<file path="config.mk">
export PLATFORM = sky130hd
export DESIGN_NAME = issue_order_ctrl_flat
export DESIGN_NICKNAME = d
export VERILOG_FILES = /design/src/rtl/issue_order_if.sv /design/src/rtl/issue_order_ctrl.sv /design/src/flat_wrapper.sv
export SDC_FILE = /design/constraint.sdc
export NUM_CORES = 1
export LEC_CHECK = 0
export CORE_MARGIN = 5
export CORE_UTILIZATION = 55
export CTS_CLUSTER_DIAMETER = 150
export DETAILED_ROUTE_END_ITERATION = 12
export PLACE_DENSITY = 0.92
export SYNTH_ARGS = -nofsm -noshare
export SYNTH_HDL_FRONTEND = slang
export SYNTH_SLANG_ARGS = --single-unit
</file>
<file path="constraint.sdc">
create_clock -name clk -period 9.9 [get_ports clk]
set_input_delay 1.98 -clock clk [delete_from_list [all_inputs] [get_ports clk]]
set_output_delay 1.98 -clock clk [all_outputs]
set_load 0.01 [all_outputs]
</file>
<file path="src/rtl/issue_order_if.sv">
// MUL/DIV issue handshake: valid/ready with opcode, operands and destination tag.
interface issue_order_if #(
  parameter int ALU_OP_W = 5,
  parameter int DATA_W   = 32,
  parameter int TAG_W    = 6
);
  logic                valid;
  logic                ready;
  logic [ALU_OP_W-1:0] op;
  logic [DATA_W-1:0]   s1;
  logic [DATA_W-1:0]   s2;
  logic [TAG_W-1:0]    tag;

  modport master (output valid, op, s1, s2, tag, input ready);
  modport slave  (input valid, op, s1, s2, tag, output ready);
endinterface

</file>
<file path="src/rtl/issue_order_ctrl.sv">
// EX issue-slot ordering: squashes younger slots behind ld/st or branch, NOPs slot 0 after a
// forwarding stall, and steers M-ops in program order to one MUL/DIV via bypass or replay FIFO.
module issue_order_ctrl #(
  parameter int ISSUE_W      = 2,
  parameter int ALU_OP_W     = 5,
  parameter int DATA_W       = 32,
  parameter int TAG_W        = 6,
  parameter int ALU_MUL_BASE = 16,
  parameter int REPLAY_DEPTH = 4
) (
  input  logic                        clk,
  input  logic                        rst,
  input  logic                        flush,
  input  logic [ISSUE_W-1:0]          id_valid,
  input  logic [ISSUE_W*ALU_OP_W-1:0] id_aluop,
  input  logic [ISSUE_W*DATA_W-1:0]   id_s1,
  input  logic [ISSUE_W*DATA_W-1:0]   id_s2,
  input  logic [ISSUE_W*TAG_W-1:0]    id_tag,
  input  logic [ISSUE_W-1:0]          ldst_flag,
  input  logic [ISSUE_W-1:0]          branch_flag,
  input  logic                        exforward_stall,
  output logic [ISSUE_W*ALU_OP_W-1:0] alu_op,
  output logic                        issue_stall,
  issue_order_if.master               m
);

  localparam int PTR_W = (REPLAY_DEPTH > 1) ? $clog2(REPLAY_DEPTH) : 1;
  localparam int CNT_W = $clog2(REPLAY_DEPTH + 1);
  localparam int SEL_W = (ISSUE_W > 1) ? $clog2(ISSUE_W) : 1;
  localparam logic [CNT_W-1:0]    STALL_TH = CNT_W'(REPLAY_DEPTH - ISSUE_W);
  localparam logic [CNT_W-1:0]    DEPTH_C  = CNT_W'(REPLAY_DEPTH);
  localparam logic [ALU_OP_W-1:0] MUL_BASE = ALU_OP_W'(ALU_MUL_BASE);

  logic [ALU_OP_W-1:0] mem_op  [REPLAY_DEPTH];
  logic [DATA_W-1:0]   mem_s1  [REPLAY_DEPTH];
  logic [DATA_W-1:0]   mem_s2  [REPLAY_DEPTH];
  logic [TAG_W-1:0]    mem_tag [REPLAY_DEPTH];

  logic [PTR_W-1:0] rd_ptr, wr_ptr;
  logic [CNT_W-1:0] count, count_next, n_push;
  logic [CNT_W-1:0] push_ofs [ISSUE_W];
  logic [ISSUE_W-1:0] live, mop, push_en;
  logic [SEL_W-1:0] sel;
  logic nop_q, acc, blocked, empty, bypass, pop;

  assign issue_stall = (count > STALL_TH);
  assign empty       = (count == '0);
  assign acc         = ~issue_stall & ~flush & ~rst;

  // Slot squash and ALU lane steering; kill propagates only from slots that are themselves live.
  always_comb begin
    live    = '0;
    mop     = '0;
    alu_op  = '0;
    blocked = 1'b0;
    for (int k = 0; k < ISSUE_W; k++) begin
      live[k] = id_valid[k] & acc & ~blocked & ~((k == 0) & nop_q);
      mop[k]  = live[k] & (id_aluop[k*ALU_OP_W +: ALU_OP_W] >= MUL_BASE);
      if (live[k] && !mop[k]) begin
        alu_op[k*ALU_OP_W +: ALU_OP_W] = id_aluop[k*ALU_OP_W +: ALU_OP_W];
      end
      blocked = blocked | (live[k] & (ldst_flag[k] | branch_flag[k]));
    end
  end

  // The oldest live M-op may bypass only when nothing older is queued.
  always_comb begin
    sel     = '0;
    n_push  = '0;
    push_en = '0;
    for (int k = 0; k < ISSUE_W; k++) begin
      push_ofs[k] = '0;
    end
    for (int k = ISSUE_W - 1; k >= 0; k--) begin
      if (mop[k]) begin
        sel = SEL_W'(k);
      end
    end
    bypass = empty & m.ready & (|mop);
    for (int k = 0; k < ISSUE_W; k++) begin
      if (mop[k] && !(bypass && (sel == SEL_W'(k)))) begin
        push_en[k]  = 1'b1;
        push_ofs[k] = n_push;
        n_push      = n_push + CNT_W'(1);
      end
    end
  end

  always_comb begin
    m.valid = ~rst & ~flush & (~empty | bypass);
    m.op    = mem_op[rd_ptr];
    m.s1    = mem_s1[rd_ptr];
    m.s2    = mem_s2[rd_ptr];
    m.tag   = mem_tag[rd_ptr];
    if (empty) begin
      m.op  = id_aluop[sel*ALU_OP_W +: ALU_OP_W];
      m.s1  = id_s1[sel*DATA_W +: DATA_W];
      m.s2  = id_s2[sel*DATA_W +: DATA_W];
      m.tag = id_tag[sel*TAG_W +: TAG_W];
    end
  end

  assign pop        = m.valid & m.ready & ~empty;
  assign count_next = count - CNT_W'(pop) + n_push;

  always_ff @(posedge clk) begin
    if (rst || flush) begin
      count  <= '0;
      rd_ptr <= '0;
      wr_ptr <= '0;
      nop_q  <= 1'b0;
    end else begin
      count  <= count_next;
      rd_ptr <= rd_ptr + PTR_W'(pop);
      wr_ptr <= wr_ptr + PTR_W'(n_push);
      nop_q  <= exforward_stall;
    end
  end

  always_ff @(posedge clk) begin
    for (int k = 0; k < ISSUE_W; k++) begin
      if (push_en[k]) begin
        mem_op [wr_ptr + PTR_W'(push_ofs[k])] <= id_aluop[k*ALU_OP_W +: ALU_OP_W];
        mem_s1 [wr_ptr + PTR_W'(push_ofs[k])] <= id_s1[k*DATA_W +: DATA_W];
        mem_s2 [wr_ptr + PTR_W'(push_ofs[k])] <= id_s2[k*DATA_W +: DATA_W];
        mem_tag[wr_ptr + PTR_W'(push_ofs[k])] <= id_tag[k*TAG_W +: TAG_W];
      end
    end
  end

  a_no_overflow: assert property (@(posedge clk) disable iff (rst) count <= DEPTH_C);

endmodule
</file>
<file path="src/flat_wrapper.sv">
// flat-port wrapper written by rule: the top's interface ports become plain ports
module issue_order_ctrl_flat 
#(
  parameter int ISSUE_W      = 2,
  parameter int ALU_OP_W     = 5,
  parameter int DATA_W       = 32,
  parameter int TAG_W        = 6,
  parameter int ALU_MUL_BASE = 16,
  parameter int REPLAY_DEPTH = 4
)
  (clk, rst, flush, id_valid, id_aluop, id_s1, id_s2, id_tag, ldst_flag, branch_flag, exforward_stall, alu_op, issue_stall, m_valid, m_op, m_s1, m_s2, m_tag, m_ready);
  issue_order_if #(.ALU_OP_W(ALU_OP_W), .DATA_W(DATA_W), .TAG_W(TAG_W)) m_i ();
  input  logic clk;
  input  logic rst;
  input  logic flush;
  input  logic [ISSUE_W-1:0] id_valid;
  input  logic [ISSUE_W*ALU_OP_W-1:0] id_aluop;
  input  logic [ISSUE_W*DATA_W-1:0] id_s1;
  input  logic [ISSUE_W*DATA_W-1:0] id_s2;
  input  logic [ISSUE_W*TAG_W-1:0] id_tag;
  input  logic [ISSUE_W-1:0] ldst_flag;
  input  logic [ISSUE_W-1:0] branch_flag;
  input  logic exforward_stall;
  output logic [ISSUE_W*ALU_OP_W-1:0] alu_op;
  output logic issue_stall;
  output wire logic [$bits(m_i.valid)-1:0] m_valid;
  output wire logic [$bits(m_i.op)-1:0] m_op;
  output wire logic [$bits(m_i.s1)-1:0] m_s1;
  output wire logic [$bits(m_i.s2)-1:0] m_s2;
  output wire logic [$bits(m_i.tag)-1:0] m_tag;
  input wire logic [$bits(m_i.ready)-1:0] m_ready;
  assign m_valid = m_i.valid;
  assign m_op = m_i.op;
  assign m_s1 = m_i.s1;
  assign m_s2 = m_i.s2;
  assign m_tag = m_i.tag;
  assign m_i.ready = m_ready;
  issue_order_ctrl #(.ISSUE_W(ISSUE_W), .ALU_OP_W(ALU_OP_W), .DATA_W(DATA_W), .TAG_W(TAG_W), .ALU_MUL_BASE(ALU_MUL_BASE), .REPLAY_DEPTH(REPLAY_DEPTH)) u_core (.clk(clk), .rst(rst), .flush(flush), .id_valid(id_valid), .id_aluop(id_aluop), .id_s1(id_s1), .id_s2(id_s2), .id_tag(id_tag), .ldst_flag(ldst_flag), .branch_flag(branch_flag), .exforward_stall(exforward_stall), .alu_op(alu_op), .issue_stall(issue_stall), .m(m_i));
endmodule
</file>
Yosys cells after proc, flatten, opt, wreduce, memory -nomap -nowiden
Memories as Yosys holds them, arrays and structs flattened. A register that Yosys moved wholly into a read port is not among the register bits.
Index checks and enable logic that the tools add are counted.
{"block": "op_classes", "add_sub_neg": 6, "multipliers": 2, "magnitude_cmp": 3, "shifts": 4, "n_mux": 21, "n_bitwise": 24, "reduce_logical": 13}
{"op": "indexed part select 64 x 7 -> 32 bit", "count": 2}
{"op": "two-way mux 32 bit", "count": 2}
{"op": "bitwise AND 1 bit", "count": 15}
{"op": "two-way mux 5 bit", "count": 3}
{"op": "indexed part select 12 x 5 -> 6 bit", "count": 1}
{"op": ">= comparator 5 bit (second input constant)", "count": 2}
{"op": "two-way mux 2 bit", "count": 5}
{"op": "indexed part select 10 x 5 -> 5 bit", "count": 1}
{"op": "two-way mux 1 bit", "count": 9}
{"op": "NOT 1 bit", "count": 7}
{"op": "logical AND 1 bit", "count": 6}
{"op": "two-way mux 6 bit", "count": 1}
{"op": "adder 2 bit", "count": 2}
{"op": "zero test 1 bit", "count": 4}
{"op": "multiplier 1 x 3 -> 4 bit (second input constant)", "count": 1}
{"op": "adder 3 x 1 -> 3 bit (second input constant)", "count": 1}
{"op": "adder 3 bit", "count": 1}
{"op": "> comparator 3 x 2 -> 1 bit (second input constant)", "count": 1}
{"op": "zero test 3 bit", "count": 1}
{"op": "multiplier 1 x 2 -> 3 bit (second input constant)", "count": 1}
{"op": "two-way mux 3 bit", "count": 1}
{"op": "subtractor 3 x 1 -> 3 bit", "count": 1}
{"op": "adder 2 x 1 -> 2 bit", "count": 1}
{"op": "bitwise OR 1 bit", "count": 2}
{"op": "other kinds (2)", "count": 2}
{"block": "word_totals", "register_bits": 8, "mem_bits_rw": 300, "input_bits": 161, "out_inout_bits": 87, "wordCells": 81, "memories": 4}
{"memory": "u_core.mem_s1", "depth": 4, "word_bits": 32, "read_ports": 1, "rd_ports_with_merged_regs": 1, "write_ports": 2, "line_no": "issue_order_ctrl.sv:35", "rtl": "logic [DATA_W-1:0] mem_s1 [REPLAY_DEPTH];"}
{"memory": "u_core.mem_s2", "depth": 4, "word_bits": 32, "read_ports": 1, "rd_ports_with_merged_regs": 1, "write_ports": 2, "line_no": "issue_order_ctrl.sv:36", "rtl": "logic [DATA_W-1:0] mem_s2 [REPLAY_DEPTH];"}
{"memory": "u_core.mem_tag", "depth": 4, "word_bits": 6, "read_ports": 1, "rd_ports_with_merged_regs": 1, "write_ports": 2, "line_no": "issue_order_ctrl.sv:37", "rtl": "logic [TAG_W-1:0] mem_tag [REPLAY_DEPTH];"}
{"memory": "u_core.mem_op", "depth": 4, "word_bits": 5, "read_ports": 1, "rd_ports_with_merged_regs": 1, "write_ports": 2, "line_no": "issue_order_ctrl.sv:34", "rtl": "logic [ALU_OP_W-1:0] mem_op [REPLAY_DEPTH];"}

Logic depth before layout (Yosys ltp)
{"block": "logic_depth", "word_depth": 20, "ltp_mapped": 11, "ltp_nobuf": 11}

Worst setup path after synthesis
Ideal clock, no wire load.
{"block": "synth_path", "kind": "input -> register", "start": "input port flush", "end": "memory u_core.mem_op[0][0], enable pin", "setup_time_ns": 0.612, "t_arrival_ns": 8.106, "required_time_ns": 9.288, "setup_slack_ns": 1.183, "stages": 4, "path_buffers": 0, "path_cell_list": "a2111o_1 -> a211oi_1 -> nand2b_1 -> o21ai_0"}
{"element": "start, declared", "line_no": "flat_wrapper.sv:15", "rtl": "input logic flush;"}
{"element": "end, declared", "line_no": "issue_order_ctrl.sv:34"}

Worst setup path in the final report
{"block": "layout_path", "start": "input port flush", "end": "output port m_s2[18]"}
{"block": "layout_between", "elab_chain_cells": 13, "word_cells_on_any_way": 15, "cone_classes": "1 x shift; 3 x mux; 11 x bitwise"}
{"element": "NOT 1 bit (*)", "line_no": "issue_order_ctrl.sv:48", "rtl": "assign acc = ~issue_stall & ~flush & ~rst;"}
{"element": "bitwise AND 1 bit (*) (2 in a row)", "line_no": "issue_order_ctrl.sv:48"}
{"element": "bitwise AND 1 bit (2 in a row)", "line_no": "issue_order_ctrl.sv:57", "rtl": "live[k] = id_valid[k] & acc & ~blocked & ~((k == 0) & nop_q);"}
{"element": "bitwise AND 1 bit", "line_no": "issue_order_ctrl.sv:62", "rtl": "blocked = blocked | (live[k] & (ldst_flag[k] | branch_flag[k]));"}
{"element": "NOT 1 bit", "line_no": "issue_order_ctrl.sv:57"}
{"element": "bitwise AND 1 bit", "line_no": "issue_order_ctrl.sv:57"}
{"element": "bitwise AND 1 bit", "line_no": "issue_order_ctrl.sv:58", "rtl": "mop[k] = live[k] & (id_aluop[k*ALU_OP_W +: ALU_OP_W] >= MUL_BASE);"}
{"element": "two-way mux 1 bit", "line_no": "issue_order_ctrl.sv:75", "rtl": "if (mop[k]) begin"}
{"element": "two-way mux 1 bit (*)", "line_no": "issue_order_ctrl.sv:75"}
{"element": "indexed part select 64 x 7 -> 32 bit (*)", "line_no": "issue_order_ctrl.sv:98", "rtl": "m.s2 = id_s2[sel*DATA_W +: DATA_W];"}
{"element": "two-way mux 32 bit (*)", "line_no": "issue_order_ctrl.sv:95", "rtl": "if (empty) begin"}
{"element": "end, declared", "line_no": "flat_wrapper.sv:29", "rtl": "output wire logic [$bits(m_i.s2)-1:0] m_s2;"}
Every way passes the cells marked *; elsewhere a longest branch is shown, timed or not.

==> results.py <==
metrics = {
    "run_status": {
        "status": "completed",
    },
    "drt": {
        "drt-initial-drc-count": 840,
        "finalWirelength_um": 41000,
        "drt_pass1_iterations": 5,
        "vias_per_cell": 6.36,
        "wl_per_cell_um": 25.2,
        "vias": 10300,
        "drc_errors": 0,
        "antenna_left": 0,
    },
    "cts": {
        "h-tree-depth": 1,
        "cts_buffers": 31,
        "cts_tree": "done",
        "path_clk_slew_ns": 0.07,
        "ctsHoldBuffers": 0,
        "post_cts_buffers": 0,
        "clock-root-buffer": "clkbuf_16",
        "clock_path_buffers": 3,
        "clk_latency_ns": 0.55,
        "cts_resized": 0,
        "cts_sinks": 308,
    },
    "placed_design": {
        "gp_routability_congestion": 0.799,
        "dpl.hpwl_um": 24800,
        "post-place-ws_ns": 2.40,
        "place_inst": 1570,
        "portBuffers": 243,
    },
    "finish": {
        "multiInputGateArea_um2": 7060,
        "drive_gt1_frac": 0.365,
        "final_net_count": 1382,
        "fillers": 1978,
        "area.growth.synth_to_final_pct": 22.8,
        "utilization": 0.686,
        "final_cell_mix": "300 x edfxtp_1, 258 x mux2_2, 243 x clkdlybuf4s50_1",
        "seq_area_um2": 9180,
        "fin_cells": 1625,
        "antenna_cells": 0,
        "mostFrequentLayoutCell": "edfxtp_1",
    },
    "power": {
        "pwr-share-clk": 0.403,
        "switching_share": 0.207,
        "ir_drop_v": 0.000125,
        "combPwrFrac": 0.105,
        "p_switching_uw": 607,
        "leakagePower_uw": 0.00679,
        "power_density_nw_per_um2": 144,
        "pwr-share-seq": 0.493,
        "intPower_uw": 2320,
    },
    "global_routing": {
        "gr-usage-all-layers": 0.239,
        "grt_pass1_wl_um": 63600,
        "grt_overflow": 0,
        "grt_max_degree": 80,
        "antenna_found_initial": 1,
        "grt_pass1_vias": 11400,
    },
    "sta": {
        "setup_slack_ns": 2.30,
        "rsz0062_at_grt": "no",
        "finalHoldViolations": 0,
        "maxSlewHeadroom": 0.272,
        "whs_ns": 0.679,
        "maxSlewViolCount": 0,
        "min_period_ns": 7.60,
        "tightest_slew_ns": 1.09,
        "max_freq_mhz": 132,
        "setup_viol": 0,
        "skew_ns": 0.0189,
        "min_period_over_period": 0.767,
        "tns_ns": 0,
    },
    "critical_path": {
        "crit_required_ns": 7.92,
        "path_class": "in2out",
        "start_kind": "primary input",
        "end_kind": "output pin",
        "worstPathCellList": "clkdlybuf4s50_1 > a2111oi_4 > o2111ai_1 > nor2_4 > buf_4 > a221o_1 > clkdlybuf4s50_1",
        "cp_data_arrival_time_ns": 5.62,
        "slowest_delay_ns": 0.88,
        "crit_slowest_cell": "nor2_4",
        "crit_top_cell": "clkdlybuf4s50_1",
        "crit_path_max_fanout": 39,
    },
    "synthesis": {
        "synth-edff-count": 300,
        "ys_seq_area_frac": 0.554,
        "synthArstFlopShare": 0,
        "synth_top_cell_by_area": "edfxtp_1",
        "syn_inst": 995,
        "yosysTopAreaCellShare": 0.544,
        "ys_top_cells_by_area": "edfxtp_1 54%, mux2_2 18%, mux4_2 10%",
        "syn_area_per_cell_um2": 16.6,
        "ys_types": 46,
        "netlist_area_um2": 16500,
        "yosysWarnings": 0,
        "ys_ff_latch": 308,
        "ys.flop_type": "edfxtp_1",
    },
    "floorplan": {
        "initial_core_util": 0.558,
        "core_area_um2": 29600,
        "die_h_um": 183,
        "pin_count": 248,
        "row_count": 63,
        "die_area_um2": 33700,
        "fp.dieW_um": 183,
    },
    "hold_path": {
        "hold_path_class": "reg2reg",
    },
    "job": {
        "cap_violations": 0,
    },
}
-- per-stage QoR --
stage | instance area (um2) | power (uW)
after floorplan | 16600 | 1600
after global placement | 19300 | 1760
after detailed placement | 19300 | 1770
after CTS | 20300 | 2940
after global routing | 20300 | 3020
final | 20300 | 2930
-- power groups by stage --
stage,registers [uW],clock network (uW),logic (uW)
2_1_floorplan,1470,0,132
3_3_place_gp,1470,0,294
3_5_place_dp,1470,0,304
4_1_cts,1440,1200,307
5_1_grt,1440,1250,325
6_report,1440,1180,307
-- final cells by class --
type / instances / area share
multi-input combinational: 605 / 0.347
clock buffer: 34 / 0.0387
sequential: 308 / 0.452
tap: 390 / 0.0240
timing repair buffer: 260 / 0.126
clock inverter: 21 / 0.0113
inverter: 7 / 0.00129
-- cells by family (layout without fill, tap and decap cells) --
kind of cell	Yosys count	count (layout)	share of synthesized area
and+or+nand+nor	128	128	0.0461
muxes	372	372	0.313
adders and majority gates	8	8	0.00650
AOI/OAI and AO/OA	89	89	0.0535
DFF	308	308	0.554
other	1	2	0.000227
buffers and inverters	83	322	0.0237
xor gates and xnor gates	6	6	0.00318
-- critical path: cells and delay by family --
family                 cells  cell delay (ns)
AND/OR/NAND/NOR            1             0.88
AO/OA/AOI/OAI              3             0.99
buffers and inverters      3             1.67
-- worst paths after layout --
| check | from | end | slack (ns) | depth (start not counted) |
|---|---|---|---|---|
| worst max-delay path | flush | m_s2[18] | 2.30 | 7 |
| worst min-delay path | u_core.count[2] | u_core.count[2] | 0.68 | 2 |
| worst max register to register | u_core.count[2] | u_core.mem_s2[2][1] | 5.38 | 7 |
| worst min register to register | u_core.count[2] | u_core.count[2] | 0.68 | 2 |
-- synth_stat cells (4+ instances only) --
library cell  count
buf_1             8
edfxtp_1        300
mux2_2          258
inv_1             7
or2_2             4
mux4_2           75
nor3_1            7
ha_1              7
clkbuf_1         32
buf_2            29
buf_6             5
dfxtp_1           8
mux2_4           38
nand2_1           6
and2_1           85
xnor2_1           5
a221o_1          73
nor2_1            7
nand2b_1          4
-- per-layer routing --
layer	part of all wire	track usage	vias to the layer above
met1	0.39	0.309	5363
met3	0.063	0.0376	59
met4	0.024	0.0664	2
met5	0.00017	0	-
met2	0.52	0.423	391
li1	-	-	4522
-- registers in the layout, summed over array words and instances (netlist names) --
register / flops
u_core.count: 3
u_core.mem_op: 20
u_core.mem_s1: 128
u_core.mem_s2: 128
u_core.mem_tag: 24
u_core.nop_q: 1
u_core.rd_ptr: 2
u_core.wr_ptr: 2
No activity file was read; power rests on OpenSTA's default activity.
